==> config.mk <==
export PLATFORM = sky130hd
export DESIGN_NAME = passenger_pool
export DESIGN_NICKNAME = d
export VERILOG_FILES = /design/src/rtl/sim_pkg.sv /design/src/rtl/passenger_slot.sv /design/src/rtl/passenger_pool.sv
export SDC_FILE = /design/constraint.sdc
export NUM_CORES = 1
export LEC_CHECK = 0
export ABC_AREA = 0
export CAP_MARGIN = 20
export CELL_PAD_IN_SITES_DETAIL_PLACEMENT = 1
export CELL_PAD_IN_SITES_GLOBAL_PLACEMENT = 2
export CORE_MARGIN = 10
export CORE_UTILIZATION = 38
export DETAILED_ROUTE_END_ITERATION = 6
export PLACE_DENSITY_LB_ADDON = 0.1
export SYNTH_ARGS = -nofsm -noshare
export SYNTH_HDL_FRONTEND = slang
export SYNTH_SLANG_ARGS = --single-unit
==> constraint.sdc <==
create_clock -name clk -period 28.5 [get_ports clk]
set_clock_uncertainty 0.1 [all_clocks]
set_input_delay 4.275 -clock clk [delete_from_list [all_inputs] [get_ports clk]]
set_output_delay 4.275 -clock clk [all_outputs]
set_load 0.01 [all_outputs]
==> src/rtl/sim_pkg.sv <==
// Shared types and geometry constants for the elevator simulation.
package sim_pkg;

  // Global simulation phase driven by the game controller.
  typedef enum logic [1:0] {
    SIM_START  = 2'd0,
    SIM_RUN    = 2'd1,
    SIM_PAUSE  = 2'd2,
    SIM_ENDING = 2'd3
  } sim_state_e;

  // Life cycle of one passenger slot.
  typedef enum logic [2:0] {
    P_IDLE     = 3'd0,
    P_WALK_IN  = 3'd1,
    P_WAIT     = 3'd2,
    P_RIDE     = 3'd3,
    P_WALK_OUT = 3'd4
  } pass_state_e;

  // Screen geometry in pixels.
  localparam int X_MAX      = 639;
  localparam int DOOR_X0    = 300;
  localparam int DOOR_PITCH = 40;
  localparam int EXIT_L     = 45;
  localparam int EXIT_R     = 595;

endpackage

==> src/rtl/passenger_slot.sv <==
// One passenger: life-cycle FSM plus registered screen position.
module passenger_slot
  import sim_pkg::*;
#(
  parameter int FLOORS    = 6,
  parameter int ELEVATORS = 2,
  parameter int XW        = 10,
  parameter int FW        = 3,
  parameter int EW        = 1
) (
  input  logic              clk,
  input  logic              rst,
  input  logic              clear,
  input  logic              run,
  input  logic              tick,
  input  logic [1:0]        sim_speed,
  input  logic              spawn,
  input  logic [21:0]       rnd,
  input  logic [FW-1:0]     car_floor,
  input  logic              car_door,
  input  logic              board,
  output pass_state_e       state,
  output logic [XW-1:0]     xpos,
  output logic [FW-1:0]     ypos,
  output logic [FW-1:0]     orig,
  output logic [FW-1:0]     dest,
  output logic [EW-1:0]     car,
  output logic              board_req,
  output logic              alight,
  output logic              done
);

  pass_state_e   state_r, state_nxt_s;
  logic [XW-1:0] x_r, x_nxt_s;
  logic [FW-1:0] y_r, y_nxt_s;
  logic [FW-1:0] orig_r, orig_nxt_s;
  logic [FW-1:0] dest_r, dest_nxt_s;
  logic [EW-1:0] car_r, car_nxt_s;
  logic          side_r, side_nxt_s;

  // Spawn decode of the random word; dest is offset so it never equals orig.
  logic [7:0]    orig_full_s;
  logic [7:0]    off_full_s;
  logic [8:0]    dsum_s;
  logic [8:0]    dmod_s;
  logic [4:0]    car_full_s;

  assign orig_full_s = rnd[7:0] % 8'(FLOORS);
  assign off_full_s  = rnd[15:8] % 8'(FLOORS - 1);
  assign dsum_s      = {1'b0, orig_full_s} + 9'd1 + {1'b0, off_full_s};
  assign dmod_s      = dsum_s % 9'(FLOORS);
  assign car_full_s  = {1'b0, rnd[19:16]} % 5'(ELEVATORS);

  // Walk geometry: target, distance to go, and one step toward it.
  logic [XW-1:0] door_x_s;
  logic [XW-1:0] target_s;
  logic [XW-1:0] speed_x_s;
  logic [XW-1:0] diff_s;
  logic [XW-1:0] step_x_s;
  logic          arrive_s;

  assign door_x_s  = XW'(DOOR_X0) + XW'(DOOR_PITCH) * XW'(car_r);
  assign target_s  = (state_r == P_WALK_OUT) ? (side_r ? XW'(EXIT_R) : XW'(EXIT_L)) : door_x_s;
  assign speed_x_s = XW'(sim_speed);
  assign diff_s    = (x_r > target_s) ? (x_r - target_s) : (target_s - x_r);
  assign arrive_s  = (diff_s <= speed_x_s);
  assign step_x_s  = (x_r < target_s) ? (x_r + speed_x_s) : (x_r - speed_x_s);

  assign board_req = run && (state_r == P_WAIT) && (car_floor == orig_r) && car_door;
  assign alight    = run && (state_r == P_RIDE) && (car_floor == dest_r) && car_door;
  assign done      = run && tick && (state_r == P_WALK_OUT) && arrive_s;

  assign state = state_r;
  assign xpos  = x_r;
  assign ypos  = y_r;
  assign orig  = orig_r;
  assign dest  = dest_r;
  assign car   = car_r;

  // Next-state and next-position logic for the passenger.
  always_comb begin
    state_nxt_s = state_r;
    x_nxt_s     = x_r;
    y_nxt_s     = y_r;
    orig_nxt_s  = orig_r;
    dest_nxt_s  = dest_r;
    car_nxt_s   = car_r;
    side_nxt_s  = side_r;
    if (clear) begin
      state_nxt_s = P_IDLE;
      x_nxt_s     = '0;
      y_nxt_s     = '0;
      orig_nxt_s  = '0;
      dest_nxt_s  = '0;
      car_nxt_s   = '0;
      side_nxt_s  = 1'b0;
    end else if (run) begin
      case (state_r)
        P_IDLE: begin
          if (spawn) begin
            state_nxt_s = P_WALK_IN;
            orig_nxt_s  = FW'(orig_full_s);
            dest_nxt_s  = FW'(dmod_s);
            car_nxt_s   = EW'(car_full_s);
            x_nxt_s     = rnd[20] ? XW'(X_MAX) : '0;
            y_nxt_s     = FW'(orig_full_s);
            side_nxt_s  = rnd[21];
          end else begin
            state_nxt_s = P_IDLE;
          end
        end
        P_WALK_IN: begin
          if (tick && arrive_s) begin
            x_nxt_s     = target_s;
            state_nxt_s = P_WAIT;
          end else if (tick) begin
            x_nxt_s = step_x_s;
          end else begin
            x_nxt_s = x_r;
          end
        end
        P_WAIT: begin
          if (board) begin
            state_nxt_s = P_RIDE;
          end else begin
            state_nxt_s = P_WAIT;
          end
        end
        P_RIDE: begin
          if (alight) begin
            state_nxt_s = P_WALK_OUT;
            y_nxt_s     = dest_r;
          end else begin
            y_nxt_s = car_floor;
          end
        end
        P_WALK_OUT: begin
          if (tick && arrive_s) begin
            state_nxt_s = P_IDLE;
            x_nxt_s     = '0;
            y_nxt_s     = '0;
          end else if (tick) begin
            x_nxt_s = step_x_s;
          end else begin
            x_nxt_s = x_r;
          end
        end
        default: begin
          state_nxt_s = P_IDLE;
          x_nxt_s     = '0;
          y_nxt_s     = '0;
        end
      endcase
    end else begin
      state_nxt_s = state_r;
    end
  end

  // Passenger state register with synchronous reset.
  always_ff @(posedge clk) begin
    if (rst) begin
      state_r <= P_IDLE;
      x_r     <= '0;
      y_r     <= '0;
      orig_r  <= '0;
      dest_r  <= '0;
      car_r   <= '0;
      side_r  <= 1'b0;
    end else begin
      state_r <= state_nxt_s;
      x_r     <= x_nxt_s;
      y_r     <= y_nxt_s;
      orig_r  <= orig_nxt_s;
      dest_r  <= dest_nxt_s;
      car_r   <= car_nxt_s;
      side_r  <= side_nxt_s;
    end
  end

endmodule

==> src/rtl/passenger_pool.sv <==
// Pool of passenger slots: spawn priority, per-car boarding arbiter and counters.
module passenger_pool
  import sim_pkg::*;
#(
  parameter int  SLOTS     = 8,
  parameter int  FLOORS    = 6,
  parameter int  ELEVATORS = 2,
  parameter int  CAP       = 4,
  parameter int  XW        = 10,
  localparam int FW        = $clog2(FLOORS),
  localparam int EW        = (ELEVATORS > 1) ? $clog2(ELEVATORS) : 1,
  localparam int CW        = $clog2(CAP + 1)
) (
  input  logic                      clk,
  input  logic                      rst,
  input  logic [1:0]                sim_state,
  input  logic [1:0]                sim_speed,
  input  logic                      tick,
  input  logic                      spawn_en,
  input  logic [21:0]               rnd,
  input  logic [ELEVATORS*FW-1:0]   elev_floor,
  input  logic [ELEVATORS-1:0]      door_open,
  output logic [SLOTS*XW-1:0]       xpos,
  output logic [SLOTS*FW-1:0]       ypos,
  output logic [SLOTS-1:0]          slot_active,
  output logic [ELEVATORS*FLOORS-1:0] hall_req,
  output logic [ELEVATORS*FLOORS-1:0] car_req,
  output logic [ELEVATORS*CW-1:0]   rider_count,
  output logic [15:0]               delivered
);

  sim_state_e    sim_s;
  logic          run_s;
  logic          clear_s;

  assign sim_s   = sim_state_e'(sim_state);
  assign run_s   = (sim_s == SIM_RUN);
  assign clear_s = (sim_s == SIM_START) || (sim_s == SIM_ENDING);

  pass_state_e   st_s       [SLOTS];
  logic [FW-1:0] orig_s     [SLOTS];
  logic [FW-1:0] dest_s     [SLOTS];
  logic [EW-1:0] car_s      [SLOTS];
  logic [FW-1:0] car_floor_s[SLOTS];
  logic [SLOTS-1:0] car_door_s;
  logic [SLOTS-1:0] spawn_s;
  logic [SLOTS-1:0] req_s;
  logic [SLOTS-1:0] grant_s;
  logic [SLOTS-1:0] alight_s;
  logic [SLOTS-1:0] done_s;
  logic             found_s;
  logic             taken_s;

  logic [CW-1:0] count_r    [ELEVATORS];
  logic [CW-1:0] count_nxt_s[ELEVATORS];
  logic [15:0]   delivered_r;
  logic [7:0]    n_done_s;
  logic [16:0]   dsum_s;

  for (genvar i = 0; i < SLOTS; i++) begin : g_slot
    passenger_slot #(
      .FLOORS   (FLOORS),
      .ELEVATORS(ELEVATORS),
      .XW       (XW),
      .FW       (FW),
      .EW       (EW)
    ) u_slot (
      .clk      (clk),
      .rst      (rst),
      .clear    (clear_s),
      .run      (run_s),
      .tick     (tick),
      .sim_speed(sim_speed),
      .spawn    (spawn_s[i]),
      .rnd      (rnd),
      .car_floor(car_floor_s[i]),
      .car_door (car_door_s[i]),
      .board    (grant_s[i]),
      .state    (st_s[i]),
      .xpos     (xpos[i*XW +: XW]),
      .ypos     (ypos[i*FW +: FW]),
      .orig     (orig_s[i]),
      .dest     (dest_s[i]),
      .car      (car_s[i]),
      .board_req(req_s[i]),
      .alight   (alight_s[i]),
      .done     (done_s[i])
    );
    assign slot_active[i] = (st_s[i] != P_IDLE);
  end

  for (genvar e = 0; e < ELEVATORS; e++) begin : g_cnt
    assign rider_count[e*CW +: CW] = count_r[e];
  end

  assign delivered = delivered_r;

  // Lowest-index idle slot takes the spawn request; drop it when none are idle.
  always_comb begin
    spawn_s = '0;
    found_s = 1'b0;
    for (int i = 0; i < SLOTS; i++) begin
      spawn_s[i] = run_s && spawn_en && (st_s[i] == P_IDLE) && !found_s;
      found_s    = found_s | spawn_s[i];
    end
  end

  // Route each slot's assigned car floor and door status back to it.
  always_comb begin
    car_door_s = '0;
    for (int i = 0; i < SLOTS; i++) begin
      car_floor_s[i] = '0;
      for (int e = 0; e < ELEVATORS; e++) begin
        car_floor_s[i] = (car_s[i] == EW'(e)) ? elev_floor[e*FW +: FW] : car_floor_s[i];
        car_door_s[i]  = (car_s[i] == EW'(e)) ? door_open[e] : car_door_s[i];
      end
    end
  end

  // Per-car boarding arbiter: one board per car per cycle, lowest index first, only below capacity.
  always_comb begin
    grant_s = '0;
    taken_s = 1'b0;
    for (int e = 0; e < ELEVATORS; e++) begin
      taken_s = 1'b0;
      for (int i = 0; i < SLOTS; i++) begin
        if (req_s[i] && (car_s[i] == EW'(e)) && (count_r[e] < CW'(CAP)) && !taken_s) begin
          grant_s[i] = 1'b1;
          taken_s    = 1'b1;
        end else begin
          grant_s[i] = grant_s[i];
        end
      end
    end
  end

  // Next rider count per car: +1 per board, -1 per alight.
  always_comb begin
    for (int e = 0; e < ELEVATORS; e++) begin
      count_nxt_s[e] = count_r[e];
      for (int i = 0; i < SLOTS; i++) begin
        count_nxt_s[e] = count_nxt_s[e]
                       + ((grant_s[i]  && (car_s[i] == EW'(e))) ? CW'(1) : CW'(0))
                       - ((alight_s[i] && (car_s[i] == EW'(e))) ? CW'(1) : CW'(0));
      end
    end
  end

  // Count of completed trips this cycle, and the saturating running total.
  always_comb begin
    n_done_s = 8'd0;
    for (int i = 0; i < SLOTS; i++) begin
      n_done_s = n_done_s + (done_s[i] ? 8'd1 : 8'd0);
    end
    dsum_s = {1'b0, delivered_r} + 17'(n_done_s);
  end

  // Hall and car call maps built from the registered slot states.
  always_comb begin
    hall_req = '0;
    car_req  = '0;
    for (int i = 0; i < SLOTS; i++) begin
      for (int e = 0; e < ELEVATORS; e++) begin
        hall_req[e*FLOORS +: FLOORS] = hall_req[e*FLOORS +: FLOORS]
          | (((st_s[i] == P_WAIT) && (car_s[i] == EW'(e))) ? (FLOORS'(1) << orig_s[i]) : FLOORS'(0));
        car_req[e*FLOORS +: FLOORS]  = car_req[e*FLOORS +: FLOORS]
          | (((st_s[i] == P_RIDE) && (car_s[i] == EW'(e))) ? (FLOORS'(1) << dest_s[i]) : FLOORS'(0));
      end
    end
  end

  // Rider counters: update in SIM, hold in PAUSE, clear in START/ENDING.
  always_ff @(posedge clk) begin
    for (int e = 0; e < ELEVATORS; e++) begin
      if (rst) begin
        count_r[e] <= '0;
      end else begin
        case (sim_s)
          SIM_RUN:   count_r[e] <= count_nxt_s[e];
          SIM_PAUSE: count_r[e] <= count_r[e];
          default:   count_r[e] <= '0;
        endcase
      end
    end
  end

  // Delivered counter: saturating add in SIM, cleared in START, held otherwise.
  always_ff @(posedge clk) begin
    if (rst) begin
      delivered_r <= 16'd0;
    end else begin
      case (sim_s)
        SIM_RUN:   delivered_r <= dsum_s[16] ? 16'hFFFF : dsum_s[15:0];
        SIM_START: delivered_r <= 16'd0;
        default:   delivered_r <= delivered_r;
      endcase
    end
  end

endmodule

[Word-level counts from Yosys, hierarchy flattened]
Memory sizes are Yosys's and may differ from the RTL's.
Cells that the tools add are included.
Storage, ports and cells
  register bits after elaboration: 208
  memory bits (writable): 6
  bits of input ports: 38
  logic and storage cells: 910
  memories: 1
Cells by class
  add/subtract/negate cells: 82
  multiply operators: 8
  divide/modulo/power cells: 3
  $lt $le $gt $ge: 26
  eq/ne operators: 83
  shifts and indexed selects: 16
  multiplexer cells: 281
  bitwise logic cells: 64
  reduce and logical (&&, ||, !) cells: 289
Memories
  count_r: depth 2, width 3, rd ports 2, clocked after Yosys merged registers in 0, write ports 2, line passenger_pool.sv:54  | logic [CW-1:0] count_r [ELEVATORS];
Operators by type and width (number)
  $mux 10: 65
  $pmux 10 s4: 8
  $logic_and 1x1->1: 199
  $mux 6: 32
  $or 6x6->6: 28
  $mux 3: 54
  $sub 10x10->10: 16
  $pmux 3 s5: 8
  $mux 1: 104
  $pmux 3 s4: 8
  $shl 1x3->6 const A: 16
  $add 10x2->10: 8
  $add 9x7->10 const A: 8
  $gt 10x10->1: 8
  $le 10x2->1: 8
  $lt 10x10->1: 8
  $sub 10x2->10: 8
  $reduce_and 4->1: 16
  $add 3x1->3: 16
  $eq 3x2->1 const B: 16
  $eq 3x3->1: 16
  $ne 2x1->1 const B: 24
  $reduce_and 3->1: 16
  $sub 3x1->3: 16
  other kinds (30): 146

[Logic depth before layout (Yosys ltp)]
Gate-level depths: netlist (run 1).
  depth in word-level cells: 36
  gate-level depth with buffers: 40

[Hierarchy]
A second synthesis (run 1) with hierarchy kept.
Unflattened totals
  cell total of the unflattened synthesis: 6011
  area, all modules: 43143.9 um^2
By module, submodules not included
  passenger_slot (g_slot[0].u_slot ...): times used 6, cells each 670, area an instance 4769.6 um^2
  passenger_pool: times used 1, cells each 682, area an instance 4977.3 um^2
  passenger_slot (g_slot[2].u_slot): times used 1, cells each 655, area an instance 4815.9 um^2
  passenger_slot (g_slot[7].u_slot): times used 1, cells each 654, area an instance 4733.3 um^2

[Least setup slack after synthesis (run 1)]
Ideal clock, no wire load.
  path kind: input-to-reg
  from: input rnd[14]
  to: register g_slot[0].u_slot.dest_r[2]
  library setup time: 0.138 ns
  data arrival time: 12.837 ns
  setup slack: 15.425 ns
  stages: 37
  buffers on the path: 2
  cells stage by stage: buf_2 -> inv_1 -> ha_1 -> or2_0 -> buf_2 -> o221ai_1 -> or4b_2 -> nand2_1 -> nor3_1 -> a2111oi_0 -> ha_1 -> nor3_1 -> o22a_1 -> o22a_1 -> nand2_1 -> xnor2_1 -> ha_1 -> inv_1 -> o221a_2 -> nand2b_1 -> xnor2_1 -> ha_1 -> inv_1 -> fa_1 -> a21o_1 -> a221oi_1 -> nor4_1 -> a31oi_1 -> and2_0 -> mux2_2 -> mux2_2 -> o221ai_1 -> mux2_2 -> ha_1 -> or4_1 -> o21ai_0 -> o21ai_0
Between the ends
  longest elaborated chain between the ends: 3
RTL lines
  from (decl): line passenger_pool.sv:20  | input logic [21:0] rnd,
  $mod 8x3->8: line passenger_slot.sv:49  | assign off_full_s = rnd[15:8] % 8'(FLOORS - 1);
  $add 9x8->9: line passenger_slot.sv:50  | assign dsum_s = {1'b0, orig_full_s} + 9'd1 + {1'b0, off_full_s};
  $mod 9x3->9: line passenger_slot.sv:51  | assign dmod_s = dsum_s % 9'(FLOORS);
  to (signal assigned): line passenger_slot.sv:174  | dest_r <= dest_nxt_s;
  to (decl): line passenger_slot.sv:37  | logic [FW-1:0] dest_r, dest_nxt_s;
No other way between the ends.
A chain may end at the register's enable or synchronous reset.

[Worst setup path in the final report (run 1)]
  from: input rnd[14]
  to: register g_slot[6].u_slot.dest_r[1]
Between the ends
  longest elaborated chain between the ends: 3
RTL lines (line)
  $mod 8x3->8: passenger_slot.sv:49
  $add 9x8->9: passenger_slot.sv:50
  $mod 9x3->9: passenger_slot.sv:51
  to (signal assigned): passenger_slot.sv:174
  to (decl): passenger_slot.sv:37
No other way between the ends.

==> results of run 1 <==
cells in the final DEF (no fill, tap or decap), types with 18 or more instances in the layout:
| cell | n |
|---|---|
| a21o_1 | 74 |
| xnor2_1 | 82 |
| dfxtp_1 | 208 |
| nand2b_1 | 86 |
| xor2_1 | 69 |
| o22ai_1 | 43 |
| a221o_1 | 18 |
| or4_1 | 21 |
| clkdlybuf4s50_1 | 191 |
| a21oi_1 | 267 |
| nand3_1 | 118 |
| mux2_2 | 37 |
| or2_2 | 29 |
| o21a_1 | 21 |
| clkbuf_16 | 28 |
| nand4_1 | 54 |
| a211oi_1 | 46 |
| inv_1 | 248 |
| fa_1 | 54 |
| o221ai_1 | 23 |
| nor4_1 | 57 |
| ha_1 | 248 |
| or3_1 | 32 |
| nor2b_1 | 74 |
| a31oi_1 | 50 |
| nor3_1 | 127 |
| and2_1 | 22 |
| o21ai_0 | 193 |
| a21boi_0 | 18 |
| nand2_1 | 379 |
| a211o_1 | 21 |
| mux2i_1 | 86 |
| nor2_1 | 288 |
| buf_4 | 32 |
| a221oi_1 | 24 |
| nor3b_1 | 21 |
| nand3b_1 | 22 |
| and3_1 | 25 |
layout make-up:
cell class	instances	area [sq um]	area share (%)
clock buffers	40	806	2.66
clock inverters	12	129	0.425
inverters	254	953	3.14
multi-input cells	3016	20800	68.4
flip-flops and latches	214	4340	14.3
well taps	940	1180	3.88
repair buffers	225	2170	7.15
final timing paths:
| kind | to | slack, ps | depth (start not counted) | from |
|---|---|---|---|---|
| max | g_slot[6].u_slot.dest[1] | 13150 | 39 | rnd[14] |
| min | g_slot[3].u_slot.ypos[1] | 360 | 2 | g_slot[3].u_slot.ypos[1] |
| max reg2reg | delivered[11] | 18520 | 32 | g_slot[2].u_slot.state[0] |
| min reg2reg | g_slot[3].u_slot.ypos[1] | 360 | 2 | g_slot[3].u_slot.ypos[1] |
registers in the layout, indices dropped and copies added, names as in the netlist:
signal / count
g_slot.u_slot.xpos: 80
g_slot.u_slot.dest: 24
g_slot.u_slot.orig: 24
g_slot.u_slot.state: 24
g_slot.u_slot.ypos: 24
delivered: 16
g_slot.u_slot.car: 8
g_slot.u_slot.side_r: 8
count_r: 6
per-stage QoR:
stage	total power [mW]	std cells
global route	1.06	4701
CTS	1.02	4698
finish	1.01	4701
detailed placement	0.646	4646
floorplan	0.541	3689
global placement	0.630	4645
kinds of logic after synthesis:
kind of cell	share of synthesized area, %
buf+inv	6.60
flops	16.2
other cells	0.0140
fa+ha+maj	15.6
simple gates	26.7
mux	4.84
compound gates	25.1
xor+xnor	4.93
layer usage:
metal	part of all wire (%)	vias to the layer above	GRT usage (%)
li1	-	13500	-
met4	3.0	0	8.11
met1	46	14700	37.3
met2	45	837	45.2
met3	5.5	179	3.26
met5	0	-	0
power groups by stage:
| stage | clock [mW] | sequential [mW] | combinational [mW] |
|---|---|---|---|
| 2_1_floorplan | 0 | 0.312 | 0.229 |
| 3_3_place_gp | 0 | 0.314 | 0.315 |
| 3_5_place_dp | 0 | 0.314 | 0.332 |
| 4_1_cts | 0.374 | 0.308 | 0.334 |
| 5_1_grt | 0.384 | 0.308 | 0.368 |
| 6_report | 0.368 | 0.308 | 0.338 |
critical path, delay by kind of cell:
family,cells,cell delay (ps)
buffers and inverters,4,820
and+or+nand+nor,9,1530
xor gates and xnor gates,2,430
adders and majority gates,6,1870
muxes,3,1060
AOI/OAI and AO/OA,15,5640
==> qor.csv, run 1 <==
metric;value;unit
wl;118000;um
yosys-top-cells-area;dfxtp_1 16%, ha_1 12%, nand2_1 5.3%;
cts_sinks;214;
ant_nets;0;
synth.largest_area_cell;dfxtp_1;
slowest_stage;a2111oi_0;
whs;362;ps
coreArea;70000;sq um
root_buffer;clkbuf_16;
viasPerCell;6.20;
ys_ff_latch;214;
fin_nets;4080;
tritoncts;built;
period_minus_slack;15350;ps
seqPwrFrac;30.4;%
place_congestion;0.957;
cts_setup_buffers;0;
grt_max_degree;64;
fin_crit_sh;53.8;%
critPathKind;primary input to flop;
final_layout_size_suffix_gt1_share;5.00;%
critPathLaunchType;primary input;
synth-main-ff-cell;dfxtp_1;
syn_area;26800;sq um
final-setup-viol-count;0;
fin_ws;13150;ps
async_flop_share;0;%
die_area;81700;sq um
cts.htree.levels;1;
clock_latency;590;ps
fmax;65.2;MHz
grt_pass1_vias;29700;
grt_usage;27.5;%
cts_made_buffers;28;
drtPass1Iterations;5;
initial_core_util;38.3;%
wl_per_cell;25.2;um
num_antenna_cells;0;
slew_violations;0;
ys.warnings.count;0;
utilization;43.3;%
placed_area;29400;sq um
synth_edf_count;6;
hold_viol_final;0;
pwr-share-comb;33.3;%
hold_class;flop to flop;
irDropWorstVdd;0.0483;mV
rsz0062_at_grt;false;
dp_hpwl;94200;um
critical_path_arrival;15630;ps
cp_common_cell;ha_1;
clk_pin_slew;60;ps
synth_common_cells;379 x nand2_1, 288 x nor2_1, 267 x a21oi_1;
leakagePower;12.1;nW
syn_avg_cell_area;7.28;sq um
p_switching;379;uW
max_slew_margin;23.0;%
yosysMostFrequentCell;nand2_1;
cts.repair.resized;0;
design_area;30300;sq um
chipWidth;286;um
grt_antenna_before_repair;0;
drc;0;
row_count;97;
critPathMaxStageDelay;870;ps
setup-tns-final;0;ps
p_clk_share;36.3;%
fillers;8810;
end_kind;flop;
cp_max_fo;9;
ys_seq_area_share;16.2;%
areaGrowthSynthToFinish;13.0;%
io_pins;196;
dr.first_iter.drc_count;2188;
dp_slack;12700;ps
worst_pin_slew;1150;ps
num_vias;29100;
syn-instance-count;3688;
port_buffers;192;
p_sw_share;37.4;%
yosys.area.top_type_share;15.5;%
required;28790;ps
ctsHoldBuffers;0;
p_int;635;uW
overflow;0;
power.density;33.4;nW/um^2
grt_first_pass_wirelength;180000;um
status;finished, final reports clean;
cap_violations;0;
clk_path_buf_depth;3;
yosysUniqueCellTypes;95;
fp.dieH;286;um
No activity file was read; power rests on OpenSTA's default activity.
==> inputs of run 2 (changes only) <==
--- a/config.mk
+++ b/config.mk
@@ -10,7 +10,7 @@
 export CELL_PAD_IN_SITES_DETAIL_PLACEMENT = 1
 export CELL_PAD_IN_SITES_GLOBAL_PLACEMENT = 2
 export CORE_MARGIN = 10
-export CORE_UTILIZATION = 38
+export CORE_UTILIZATION = 32
 export DETAILED_ROUTE_END_ITERATION = 6
 export PLACE_DENSITY_LB_ADDON = 0.1
 export SYNTH_ARGS = -nofsm -noshare
==> constraint.sdc (replaced) <==
create_clock -name clk -period 12.62 [get_ports clk]
set_clock_uncertainty 0.1 [all_clocks]
set_input_delay 1.893 -clock clk [delete_from_list [all_inputs] [get_ports clk]]
set_output_delay 1.893 -clock clk [all_outputs]
set_load 0.01 [all_outputs]
==> run 2 against run 1 <==
First-iteration DRC count is 4.4% lower. Sequential power increased by 130%. Register-to-register slack lost 16000 ps. Clock power grew 140%. Critical endpoint is now g_slot[4].u_slot.dest[2]. Largest cell class unchanged.
==> qor.csv, run 2 (synthesis gave the netlist of run 1 again) <==
metric;value;unit;change
status;finished, final reports clean;;
initial_core_util;32.2;%;-6.2 points
min_from;g_slot[3].u_slot.ypos[0];;
coreArea;83400;sq um;+19%
fillers;10200;;+16%
cap_violations;0;;unchanged
final_common_cell;nand2_1;;
reg2reg_from;g_slot[0].u_slot.state[2];;
cts_sinks;214;;unchanged
grt_antenna_before_repair;0;;unchanged
die_area;95900;sq um;+17%
required;13020;ps;-15770 ps
r2r-end;delivered[11];;
grt_usage;24.5;%;-3.1 points
fmax;85.9;MHz;
hold_class;flop to flop;;
power.density;77.4;nW/um^2;+130%
final-setup-viol-count;0;;unchanged
row_count;106;;+9.3%
placed_area;29700;sq um;+0.95%
utilization;36.8;%;-6.5 points
critPathKind;primary input to flop;;
design_area;30700;sq um;+1.3%
cts.htree.levels;1;;unchanged
wl_per_cell;25.0;um;-0.72%
cp_max_fo;9;;unchanged
critical_path_arrival;12050;ps;-3580 ps
dp_slack;127;ps;-12580 ps
holdPathEnd;g_slot[3].u_slot.ypos[0];;
overflow;0;;unchanged
layout_common_cells;379 x nand2_1, 288 x nor2_1, 267 x a21oi_1;;
setup-tns-final;0;ps;unchanged
worst_pin_slew;1160;ps;+5.73 ps
final_layout_size_suffix_gt1_share;5.53;%;+0.53 points
fin_ws;975;ps;-12180 ps
chipWidth;310;um;+8.3%
fin_crit_sh;92.3;%;
grt_pass1_vias;29800;;+0.41%
multi_input_area;20800;sq um;+0.11%
slowest_stage;clkdlybuf4s50_1;;
grt_max_degree;63;;-1.6%
clk_pin_slew;60;ps;about the same
clock_latency;600;ps;about the same
max_slew_margin;22.8;%;-0.22 points
grt_first_pass_wirelength;184000;um;+2.1%
end_kind;flop;;
io_pins;196;;unchanged
hold_viol_final;0;;unchanged
reg2reg_depth;34;;+6.3%
final_cells;4863;;+3.4%
dp.cells;4800;;+3.3%
dp_hpwl;96400;um;+2.4%
fp.dieH;310;um;+8.3%
ant_nets;0;;unchanged
root_buffer;clkbuf_16;;
port_buffers;192;;unchanged
areaGrowthSynthToFinish;14.5;%;
fin_nets;4100;;+0.49%
critPathMaxStageDelay;660;ps;-210 ps
holdPathStages;2;;unchanged
cp_common_cell;ha_1;;
tritoncts;built;;
rsz0062_at_grt;false;;
drtPass1Iterations;5;;unchanged
dr.first_iter.drc_count;2092;;-4.4%
period_minus_slack;11640;ps;
r2r_slack;2590;ps;-15930 ps
place_congestion;1.01;;+5.6%
viasPerCell;5.94;;-4.2%
slew_violations;0;;unchanged
irDropWorstVdd;0.0973;mV;+100%
critPathLaunchType;primary input;;
clk_path_buf_depth;3;;unchanged
leakagePower;12.3;nW;+1.1%
cts_made_buffers;30;;+7.1%
largest_reg_flops;80;;unchanged
num_vias;28900;;-0.92%
drc;0;;unchanged
wl;121000;um;+2.7%
seq_area;4340;sq um;unchanged
==> run 2: changes by cell type in the layout (fill, tap and decap cells not counted), sizes merged <==
| cell | change |
|---|---|
| buf | +15 |
| bufinv | -1 |
| clkbuf | +7 |
| clkinv | -3 |
| clkinvlp | +1 |
| diode | +2 |
| dlymetal6s2s | +1 |
==> run 2: worst max-delay path: cells and delay by family <==
kind | cells | cell delay, ps
XOR/XNOR | 2 | 440
buffers and inverters | 6 | 1290
AND/OR/NAND/NOR | 10 | 1870
adder cells (fa/ha/maj) | 6 | 1700
multiplexers | 3 | 1050
AO/OA/AOI/OAI | 14 | 3760
==> run 2: layout make-up <==
type,count,area share (%)
clock buffer,45,2.92
sequential,214,14.1
antenna,2,0.0163
multi-input combinational,3016,67.6
clock inverter,9,0.289
inverter,254,3.10
tap,1080,4.40
timing repair buffer,243,7.51
==> run 2: worst max path at each step <==
stage	slack, ps	cells past startpoint	from	end
2_1_floorplan	1930	37	rnd[14]	g_slot[0].u_slot.dest[2]
3_3_place_gp	500	39	rnd[14]	g_slot[2].u_slot.dest[2]
3_5_place_dp	130	39	rnd[14]	g_slot[3].u_slot.dest[2]
4_1_cts	700	39	rnd[14]	g_slot[1].u_slot.dest[2]
5_1_grt	40	41	rnd[14]	g_slot[1].u_slot.dest[2]
6_report	980	41	rnd[14]	g_slot[4].u_slot.dest[2]
==> run 2: through the flow <==
step	power, mW	hold WS [ps]
after floorplan	1.22	337
after global placement	1.47	349
after detailed placement	1.50	362
after CTS	2.38	371
after global routing	2.50	390
final	2.38	363
==> run 2: metal layers <==
metal	vias to the layer above	global-route usage (%)	routed length (um)
li1	13500	-	-
met1	14500	33.2	56200
met2	746	39.6	54900
met3	145	3.69	7020
met4	0	6.89	3330
met5	-	0	0
==> run 2: repair_timing <==
action | CTS | global route
setup endpoints to repair | 0 | 16
setup buffers | 0 | 0
resized for setup | 0 | 4
hold buffers | 0 | 0
==> run 2: power by group <==
part	internal [mW]	switching, mW
Clock	0.508	0.364
Combinational	0.296	0.516
Sequential	0.684	0.0116
Total	1.49	0.891
